File: config.mk
export PLATFORM = sky130hd
export DESIGN_NAME = median3x3_filter
export DESIGN_NICKNAME = d
export VERILOG_FILES = /design/src/rtl/median3x3_filter.sv
export SDC_FILE = /design/constraint.sdc
export NUM_CORES = 1
export LEC_CHECK = 0
export ABC_AREA = 0
export CAP_MARGIN = 10
export CORE_MARGIN = 2
export CORE_UTILIZATION = 60
export CTS_CLUSTER_SIZE = 25
export DETAILED_ROUTE_END_ITERATION = 8
export PLACE_DENSITY = 0.87
export SYNTH_ARGS = -nofsm -noshare
export SYNTH_HDL_FRONTEND = slang
export SYNTH_SLANG_ARGS = --single-unit
File: constraint.sdc
create_clock -name clk -period 10.2 [get_ports clk]
set_input_delay 1.53 -clock clk [delete_from_list [all_inputs] [get_ports clk]]
set_output_delay 1.53 -clock clk [all_outputs]
set_load 0.01 [all_outputs]
File: src/rtl/median3x3_filter.sv
// 3x3 median filter for a line-buffered pixel stream.
// Stage 0 assembles the window, S1 sorts each column, S2 reduces the
// sorted columns, S3 picks the median. Sync strobes ride a matching
// 4-deep delay line so the output stream stays aligned.
module median3x3_filter #(
   parameter int DATA_W      = 8,
   parameter int COL_W       = 10,
   parameter int BORDER_MODE = 0
) (
   input  logic              clk,
   input  logic              rst,
   input  logic              in_de,
   input  logic              in_hs,
   input  logic              in_vs,
   input  logic [DATA_W-1:0] pix_r0,
   input  logic [DATA_W-1:0] pix_r1,
   input  logic [DATA_W-1:0] pix_r2,
   output logic              med_de,
   output logic              med_hs,
   output logic              med_vs,
   output logic [DATA_W-1:0] med_data
);

   localparam int STAGES = 4;

   typedef logic [DATA_W-1:0] pix_t;

   function automatic pix_t max2(input pix_t a, input pix_t b);
      return (a > b) ? a : b;
   endfunction

   function automatic pix_t min2(input pix_t a, input pix_t b);
      return (a < b) ? a : b;
   endfunction

   function automatic pix_t max3(input pix_t a, input pix_t b, input pix_t c);
      return max2(max2(a, b), c);
   endfunction

   function automatic pix_t min3(input pix_t a, input pix_t b, input pix_t c);
      return min2(min2(a, b), c);
   endfunction

   function automatic pix_t med3(input pix_t a, input pix_t b, input pix_t c);
      return max2(min2(a, b), min2(max2(a, b), c));
   endfunction

   // window: r_win[col][row], col 0 is the newest column, row 0 the current row
   logic [2:0][2:0][DATA_W-1:0] r_win;
   logic                        r_vld0;
   logic [COL_W-1:0]            r_col_cnt;
   logic [1:0]                  r_row_cnt;
   logic [STAGES-1:0]           r_de_pipe, r_hs_pipe, r_vs_pipe;

   logic [2:0][DATA_W-1:0]      r_s1_max, r_s1_mid, r_s1_min;
   pix_t                        r_s1_cen;
   logic                        r_s1_vld;

   pix_t                        r_s2_min_of_max, r_s2_mid_of_mid, r_s2_max_of_min;
   pix_t                        r_s2_cen;
   logic                        r_s2_vld;

   pix_t                        r_med_data;

   logic                        w_win_ok;
   logic                        w_hs_fall;

   // window is valid once two full columns and two full rows precede this sample
   assign w_win_ok  = (r_col_cnt >= COL_W'(2)) && (r_row_cnt >= 2'd2);
   assign w_hs_fall = r_hs_pipe[0] && !in_hs;

   // sync strobe delay lines; stage 0 of hs also serves as the edge detector
   always_ff @(posedge clk or posedge rst) begin
      if (rst) begin
         r_de_pipe <= '0;
         r_hs_pipe <= '0;
         r_vs_pipe <= '0;
      end else begin
         r_de_pipe <= {r_de_pipe[STAGES-2:0], in_de};
         r_hs_pipe <= {r_hs_pipe[STAGES-2:0], in_hs};
         r_vs_pipe <= {r_vs_pipe[STAGES-2:0], in_vs};
      end
   end

   // column/row position counters; blanking clears take priority
   always_ff @(posedge clk or posedge rst) begin
      if (rst) begin
         r_col_cnt <= '0;
         r_row_cnt <= '0;
      end else begin
         if (!in_hs)
            r_col_cnt <= '0;
         else if (in_de && (r_col_cnt != {COL_W{1'b1}}))
            r_col_cnt <= r_col_cnt + 1'b1;

         if (!in_vs)
            r_row_cnt <= '0;
         else if (w_hs_fall && (r_row_cnt != 2'd3))
            r_row_cnt <= r_row_cnt + 1'b1;
      end
   end

   // stage 0: shift a new column into the window on each valid pixel
   always_ff @(posedge clk or posedge rst) begin
      if (rst) begin
         r_win  <= '0;
         r_vld0 <= 1'b0;
      end else if (in_de) begin
         r_win  <= {r_win[1], r_win[0], {pix_r2, pix_r1, pix_r0}};
         r_vld0 <= w_win_ok;
      end
   end

   // S1: sort each column into max/mid/min, carry centre and valid
   always_ff @(posedge clk or posedge rst) begin
      if (rst) begin
         r_s1_max <= '0;
         r_s1_mid <= '0;
         r_s1_min <= '0;
         r_s1_cen <= '0;
         r_s1_vld <= 1'b0;
      end else begin
         for (int c = 0; c < 3; c++) begin
            r_s1_max[c] <= max3(r_win[c][0], r_win[c][1], r_win[c][2]);
            r_s1_mid[c] <= med3(r_win[c][0], r_win[c][1], r_win[c][2]);
            r_s1_min[c] <= min3(r_win[c][0], r_win[c][1], r_win[c][2]);
         end
         r_s1_cen <= r_win[1][1];
         r_s1_vld <= r_vld0;
      end
   end

   // S2: reduce sorted columns to the three median candidates
   always_ff @(posedge clk or posedge rst) begin
      if (rst) begin
         r_s2_min_of_max <= '0;
         r_s2_mid_of_mid <= '0;
         r_s2_max_of_min <= '0;
         r_s2_cen        <= '0;
         r_s2_vld        <= 1'b0;
      end else begin
         r_s2_min_of_max <= min3(r_s1_max[0], r_s1_max[1], r_s1_max[2]);
         r_s2_mid_of_mid <= med3(r_s1_mid[0], r_s1_mid[1], r_s1_mid[2]);
         r_s2_max_of_min <= max3(r_s1_min[0], r_s1_min[1], r_s1_min[2]);
         r_s2_cen        <= r_s1_cen;
         r_s2_vld        <= r_s1_vld;
      end
   end

   // S3: final median or border pixel; holds between valid output pixels
   always_ff @(posedge clk or posedge rst) begin
      if (rst)
         r_med_data <= '0;
      else if (r_de_pipe[STAGES-2]) begin
         if (r_s2_vld)
            r_med_data <= med3(r_s2_min_of_max, r_s2_mid_of_mid, r_s2_max_of_min);
         else if (BORDER_MODE == 1)
            r_med_data <= '0;
         else
            r_med_data <= r_s2_cen;
      end
   end

   assign med_de   = r_de_pipe[STAGES-1];
   assign med_hs   = r_hs_pipe[STAGES-1];
   assign med_vs   = r_vs_pipe[STAGES-1];
   assign med_data = r_med_data;

endmodule

==> results of run 1 <==
power by group through the flow:
stage / registers, mW / logic [mW] / clock network [mW]
final: 1.35 / 3.48 / 0.982
after global routing: 1.37 / 3.83 / 1.03
after CTS: 1.34 / 3.42 / 0.995
after detailed placement: 1.35 / 3.38 / 0
after global placement: 1.34 / 3.23 / 0
after floorplan: 1.26 / 2.66 / 0
flip-flops by register name, summed over array words and instances, names as in the netlist:
register,flops
r_s1_cen,8
r_hs_pipe,4
r_s2_vld,1
r_s2_cen,8
r_vld0,1
r_s1_mid,24
r_s2_max_of_min,8
med_data,8
r_s1_min,24
r_vs_pipe,4
r_win,72
r_s1_vld,1
r_row_cnt,2
r_col_cnt,10
r_de_pipe,4
r_s2_mid_of_mid,8
r_s2_min_of_max,8
r_s1_max,24
cell type report:
cell class | count | area (um^2) | share of cell area
inverter | 136 | 518 | 0.0341
timing repair buffer | 41 | 403 | 0.0265
tap | 285 | 357 | 0.0235
clock buffer | 33 | 706 | 0.0464
sequential | 219 | 5480 | 0.360
clock inverter | 9 | 205 | 0.0135
multi-input combinational | 921 | 7540 | 0.496
synthesized netlist by cell type, types with 3 or more instances:
library cell,number
nand2b_1,9
xor2_1,4
a21oi_1,60
o22ai_1,9
nand3_1,27
nor2b_1,14
mux2i_1,64
and3_1,7
nand2_1,82
a221oi_1,7
nor2_1,42
clkbuf_1,22
o21a_1,16
o31ai_1,3
or3_1,3
a21boi_0,3
mux2_1,4
a211oi_1,3
nand4_1,31
o211ai_1,11
and2_1,4
a22o_1,5
a21o_1,30
dfrtp_1,219
o21ai_2,3
ha_1,173
buf_1,3
nor4_1,4
a2111o_1,4
o21ai_0,99
and4_1,3
mux2_2,139
a31o_2,3
o21ai_1,15
nor3b_1,3
o21bai_1,4
inv_1,134
routing by layer:
layer | share of wire | vias up | GRT usage | routed length [um]
li1 | - | 4780 | - | -
met1 | 0.42 | 5005 | 0.383 | 14400
met2 | 0.47 | 386 | 0.483 | 16100
met3 | 0.065 | 86 | 0.0437 | 2210
met4 | 0.040 | 0 | 0.122 | 1360
met5 | 0 | - | 0 | 0
through the flow:
stage          total power [mW]  std cells  hold WS (ns)
3_5_place_dp               4.73       1602         0.336
2_1_floorplan              3.91       1303         0.331
5_1_grt                    6.23       1644         0.353
6_report                   5.81       1644         0.347
4_1_cts                    5.76       1644         0.349
3_3_place_gp               4.57       1602         0.332
how the worst min path moves through the flow:
stage,end,slack [ns]
6_report,r_de_pipe[2],0.35
5_1_grt,r_hs_pipe[2],0.35
4_1_cts,r_de_pipe[2],0.35
3_5_place_dp,r_de_pipe[2],0.34
3_3_place_gp,r_de_pipe[2],0.33
2_1_floorplan,r_de_pipe[1],0.33
logic make-up after synthesis:
logic type	Yosys count	share of synthesized area
simple gates	237	0.0845
flops	219	0.402
fa+ha+maj	173	0.159
xor+xnor	6	0.00385
mux	207	0.165
buf+inv	163	0.0455
compound gates	298	0.140
==> reports/qor.yml, run 1 <==
run_status:
  status: "finished clean"
clock_tree:
  clkLatencyLatePin_ns: 0.52
  cts_setup_buffers: 0
  cts.path.max_buffers: 3
  clock_sinks: 219
  h-tree-depth: 1
  numCtsBuffers: 24
  clk_pin_slew_worst_paths_ns: 0.06
  ctsHoldBuffers: 0
  ctsResizeCount: 0
  cts_root_buf: "clkbuf_16"
  cts_tree: "built"
power_and_ir_drop:
  p_sw_mw: 2.50
  vdd_ir_drop_max_mv: 0.229
  p_leak_nw: 7.28
  power_frac_comb: 0.599
  seqPwrFrac: 0.232
  internal-power_mw: 3.31
  power_density_mw_per_mm2: 382
  clockPowerShare: 0.169
  switching_share: 0.430
placement:
  dpl_cell_area_mm2: 0.0143
  routabilityCongestion: 0.966
  placement.io_buffers: 39
  place_ws_ns: 4.48
  hpwl_um: 25300
synth:
  yosys_warnings: 0
  ys_top_cells_by_area: "dfrtp_1, ha_1, mux2_2"
  seq_area_frac_synth: 0.402
  synth.cell_area_mm2: 0.0136
  async_flop_share: 1.00
  syn_inst: 1303
  synth_top_cell_by_area: "dfrtp_1"
  synth_ff_type: "dfrtp_1"
  synth.avg_cell_area_um2: 10.5
  synth_nets: 1505
  synth_top_area_frac: 0.402
  synth-edff-count: 0
  ys_types: 66
  ys_seq_elements: 219
timing:
  period_share: 0.583
  max_slew_margin: 0.217
  maxSlewViolCount: 0
  setup_viol: 0
  finalHoldViolations: 0
  fin_ws_ns: 4.25
  fmax_mhz: 168
  finalSetupTns_ns: 0
  tightest_slew_ns: 1.18
  min_period_ns: 5.95
  finClkSkew_ns: 0.00988
  rsz0062_at_grt: "no"
final_layout:
  design_area_mm2: 0.0152
  final_common_cell: "dfrtp_1"
  n_antenna_cell: 0
  fill_cells: 1621
  final_cell_mix: "dfrtp_1, ha_1, mux2_2, inv_1, o21ai_0"
  fin_util: 0.676
  nets: 1545
  final_layout_size_suffix_gt1_frac: 0.149
  area_growth_pct: 11.5
worst_hold_path:
  min_from: "r_de_pipe[1]"
  min-delay-path-class: "reg2reg"
  hold_depth: 0
routing:
  dr.pass1.iters: 5
  route.vias.total: 10300
  avgRoutedWirePerCell_um: 20.7
  viasPerCell: 6.24
  drtIter0Drc: 681
  drc: 0
  antenna_left: 0
  wl_um: 34000
critical_path:
  cp_slowest_stage_delay_ns: 0.80
  setup.worst_path.end_class: "register"
  critical-path-top-delay-family: "compound AO/OA/AOI/OAI gates"
  reg2regPathDepth: 23
  worst_setup_path_start_kind: "register"
  crit_path_end: "r_s1_mid[13]"
  crit_chain: "inv_1 -> ha_1 -> nand4_1 -> o21bai_1 -> o211a_1 -> nor2_1 -> o21ai_0 -> ha_1 -> nor2b_1 -> o21a_1 -> o21a_1 -> o21bai_1 -> and2_1 -> o311ai_1 -> a21boi_0 -> ha_1 -> nor2b_1 -> o21a_1 -> o21a_1 -> o21ai_0 -> a21oi_1 -> a21oi_1 -> a22o_1"
  worstPathArrival_ns: 6.35
  regToRegSetupSlack_ns: 4.25
  crit_type: "reg2reg"
  path_max_fanout: 16
  cp_common_cell: "o21a_1"
  startpoint: "r_win[38]"
  critical_path_cell_count: 23
  slowest_stage: "a21oi_1"
  reg2reg_to: "r_s1_mid[13]"
  crit_required_ns: 10.60
  reg2reg_from: "r_win[38]"
  crit_buf_inv: 1
global_routing:
  grt_use_total: 0.291
  grt_pass1_wl_um: 55000
  grt_max_degree: 147
  antenna_found_initial: 0
  grt_overflow: 0
  grt_pass1_vias: 10600
floorplan:
  rows: 55
  core_mm2: 0.0225
  initial_utilization: 0.606
  die_w_um: 155
  dieArea_mm2: 0.0240
  io_pins: 40
  dieHeight_um: 155
job:
  cap_violations: 0
(Power assumes the default switching activity.)
==> run 2, diff against run 1 <==
- CORE_UTILIZATION: 60 -> 57
- clock period: 10.2 -> 4.8 ns (I/O delays scaled with it)
==> run 2 against run 1 <==
Net effect:
- the run now ends with negative setup slack left
- via count grew 9.1%
- cell area increased by 11%
- global-route usage is 0.50 points higher
- non-clock buffer count increased by 116
- critical path type unchanged
- largest cell class unchanged
- highest routed layer is now met5
==> reports/qor.yml, run 2 (synthesis gave the netlist of run 1 again) <==
clock_tree:
  h-tree-depth: 1  # unchanged
  numCtsBuffers: 24  # unchanged
  cts_tree: "built"
  cts.path.max_buffers: 3  # unchanged
  cts_root_buf: "clkbuf_16"
  clock_sinks: 219  # unchanged
  ctsHoldBuffers: 0  # unchanged
  clk_pin_slew_worst_paths_ns: 0.06  # about the same
  clkLatencyLatePin_ns: 0.53  # about the same
critical_path:
  worstPathArrival_ns: 5.23  # -1.12 ns
  worst_setup_path_start_kind: "register"
  path_max_fanout: 5  # -11
  setup.worst_path.end_class: "register"
  reg2regPathDepth: 21  # -8.7%
  reg2reg_from: "r_win[6]"
  reg2reg_to: "r_s1_mid[6]"
  crit_required_ns: 5.22  # -5.38 ns
  crit_type: "reg2reg"
  regToRegSetupSlack_ns: -0.006  # -4.25 ns
final_layout:
  fill_cells: 1486  # -8.3%
  top_register: "r_win"
  area_growth_pct: 23.8
  final_cell_mix: "dfrtp_1, ha_1, inv_1, mux2_2, buf_4"
  final_layout_size_suffix_gt1_frac: 0.285  # +0.136
  final_common_cell: "dfrtp_1"
  largest_reg_flops: 72  # unchanged
  n_antenna_cell: 0  # unchanged
  nets: 1661  # +7.5%
global_routing:
  grt_overflow: 0  # unchanged
  grt_pass1_vias: 11000  # +3.5%
  grt_use_total: 0.296  # +0.00499
  grt_max_degree: 171  # +16%
  grt_pass1_wl_um: 57400  # +4.5%
  antenna_found_initial: 1  # +1
timing:
  min_period_ns: 4.81  # -1.15 ns
  finalHoldViolations: 0  # unchanged
  whs_ns: 0.347  # -0.0000280 ns
  setup_viol: 2  # +2
  tightest_slew_ns: 0.897  # -0.279 ns
  fin_ws_ns: -0.00557  # -4.25 ns
  max_slew_margin: 0.402  # +0.186
  finClkSkew_ns: 0.0161  # +0.00624 ns
  period_share: 1.00  # +0.418
  maxSlewViolCount: 0  # unchanged
  fmax_mhz: 208  # +24%
run_status:
  violations: "negative setup slack"
  status: "finished with violations"
routing:
  wl_um: 38700  # +14%
  avgRoutedWirePerCell_um: 21.6  # +4.2%
  dr.pass1.iters: 6  # +1
  drtIter0Drc: 861  # +26%
  drc: 0  # unchanged
  antenna_left: 0  # unchanged
  viasPerCell: 6.24  # about the same
  route.vias.total: 11200  # +9.1%
worst_hold_path:
  hold_depth: 0  # unchanged
  min-delay-path-class: "reg2reg"
  min_from: "r_de_pipe[0]"
  worstHoldEndpoint: "r_de_pipe[1]"
floorplan:
  core_mm2: 0.0235  # +4.3%
  dieArea_mm2: 0.0252  # +5.1%
  initial_utilization: 0.581  # -0.0250
  dieHeight_um: 159  # +2.5%
  io_pins: 40  # unchanged
  die_w_um: 159  # +2.5%
  rows: 56  # +1.8%
placement:
  hpwl_um: 26600  # +5.0%
  routabilityCongestion: 0.953  # -1.4%
  placement.io_buffers: 39  # unchanged
job:
  cap_violations: 0  # unchanged
-- run 2: cell type report --
type / count / area (um^2) / area share
Tap cell: 319 / 399 / 0.0236
Sequential cell: 219 / 5480 / 0.325
Timing Repair Buffer: 157 / 1320 / 0.0783
Clock inverter: 9 / 156 / 0.00926
Multi-Input combinational cell: 921 / 8310 / 0.492
Clock buffer: 33 / 696 / 0.0412
Inverter: 136 / 514 / 0.0305
-- run 2: worst max path at each step --
stage	slack, ns	end	from	cells after the start
floorplan	0.03	r_s1_mid[12]	r_win[39]	24
global placement	0.08	med_data[7]	r_s2_min_of_max[1]	20
detailed placement	-0.19	med_data[5]	r_s2_mid_of_mid[1]	21
CTS	-0.007	med_data[5]	r_s2_min_of_max[1]	22
global route	-0.17	r_s2_mid_of_mid[5]	r_s1_mid[15]	25
finish	-0.006	r_s1_mid[6]	r_win[6]	21
-- run 2: per-stage QoR --
stage | utilization | cells | setup TNS [ns] | setup WS [ns] | cell area [um^2]
floorplan | - | 1303 | 0 | 0.0342 | 13600
CTS | 0.678 | 1763 | -0.00668 | -0.00668 | 15900
finish | 0.719 | 1794 | -0.00728 | -0.00557 | 16900
global placement | 0.636 | 1712 | 0 | 0.0751 | 14900
detailed placement | 0.636 | 1712 | -1.57 | -0.187 | 14900
global route | 0.719 | 1794 | -3.59 | -0.170 | 16900
-- run 2: layer usage --
metal,track usage,part of all wire
met5,0,0.00026
met4,0.124,0.063
met3,0.0362,0.068
met2,0.498,0.48
met1,0.387,0.39
-- run 2: repair_timing --
item                       CTS  global route
pin swaps                    6            62
gates cloned                 0             2
buffers inserted             9            29
setup endpoints to repair   30            40
resized for setup           18           149
-- run 2: critical path, stage by stage (launching register included) --
cell and delay, ns:
dfrtp_2 0.45, ha_1 0.34, nand4_1 0.20, nor2_1 0.22, o21bai_4 0.19, buf_6 0.15
mux2_2 0.38, ha_1 0.21, a21o_1 0.16, a21o_1 0.19, a21oi_2 0.20, o21ai_4 0.13
mux2i_2 0.28, ha_1 0.29, nor2b_1 0.14, o21a_1 0.16, o21a_1 0.16, o21a_1 0.16
o21bai_1 0.15, a22oi_2 0.12, buf_4 0.19, mux2i_2 0.21
Power of run 2 is not shown: default switching activity piles up to over one toggle a cycle in this logic, so the estimate is an artifact.
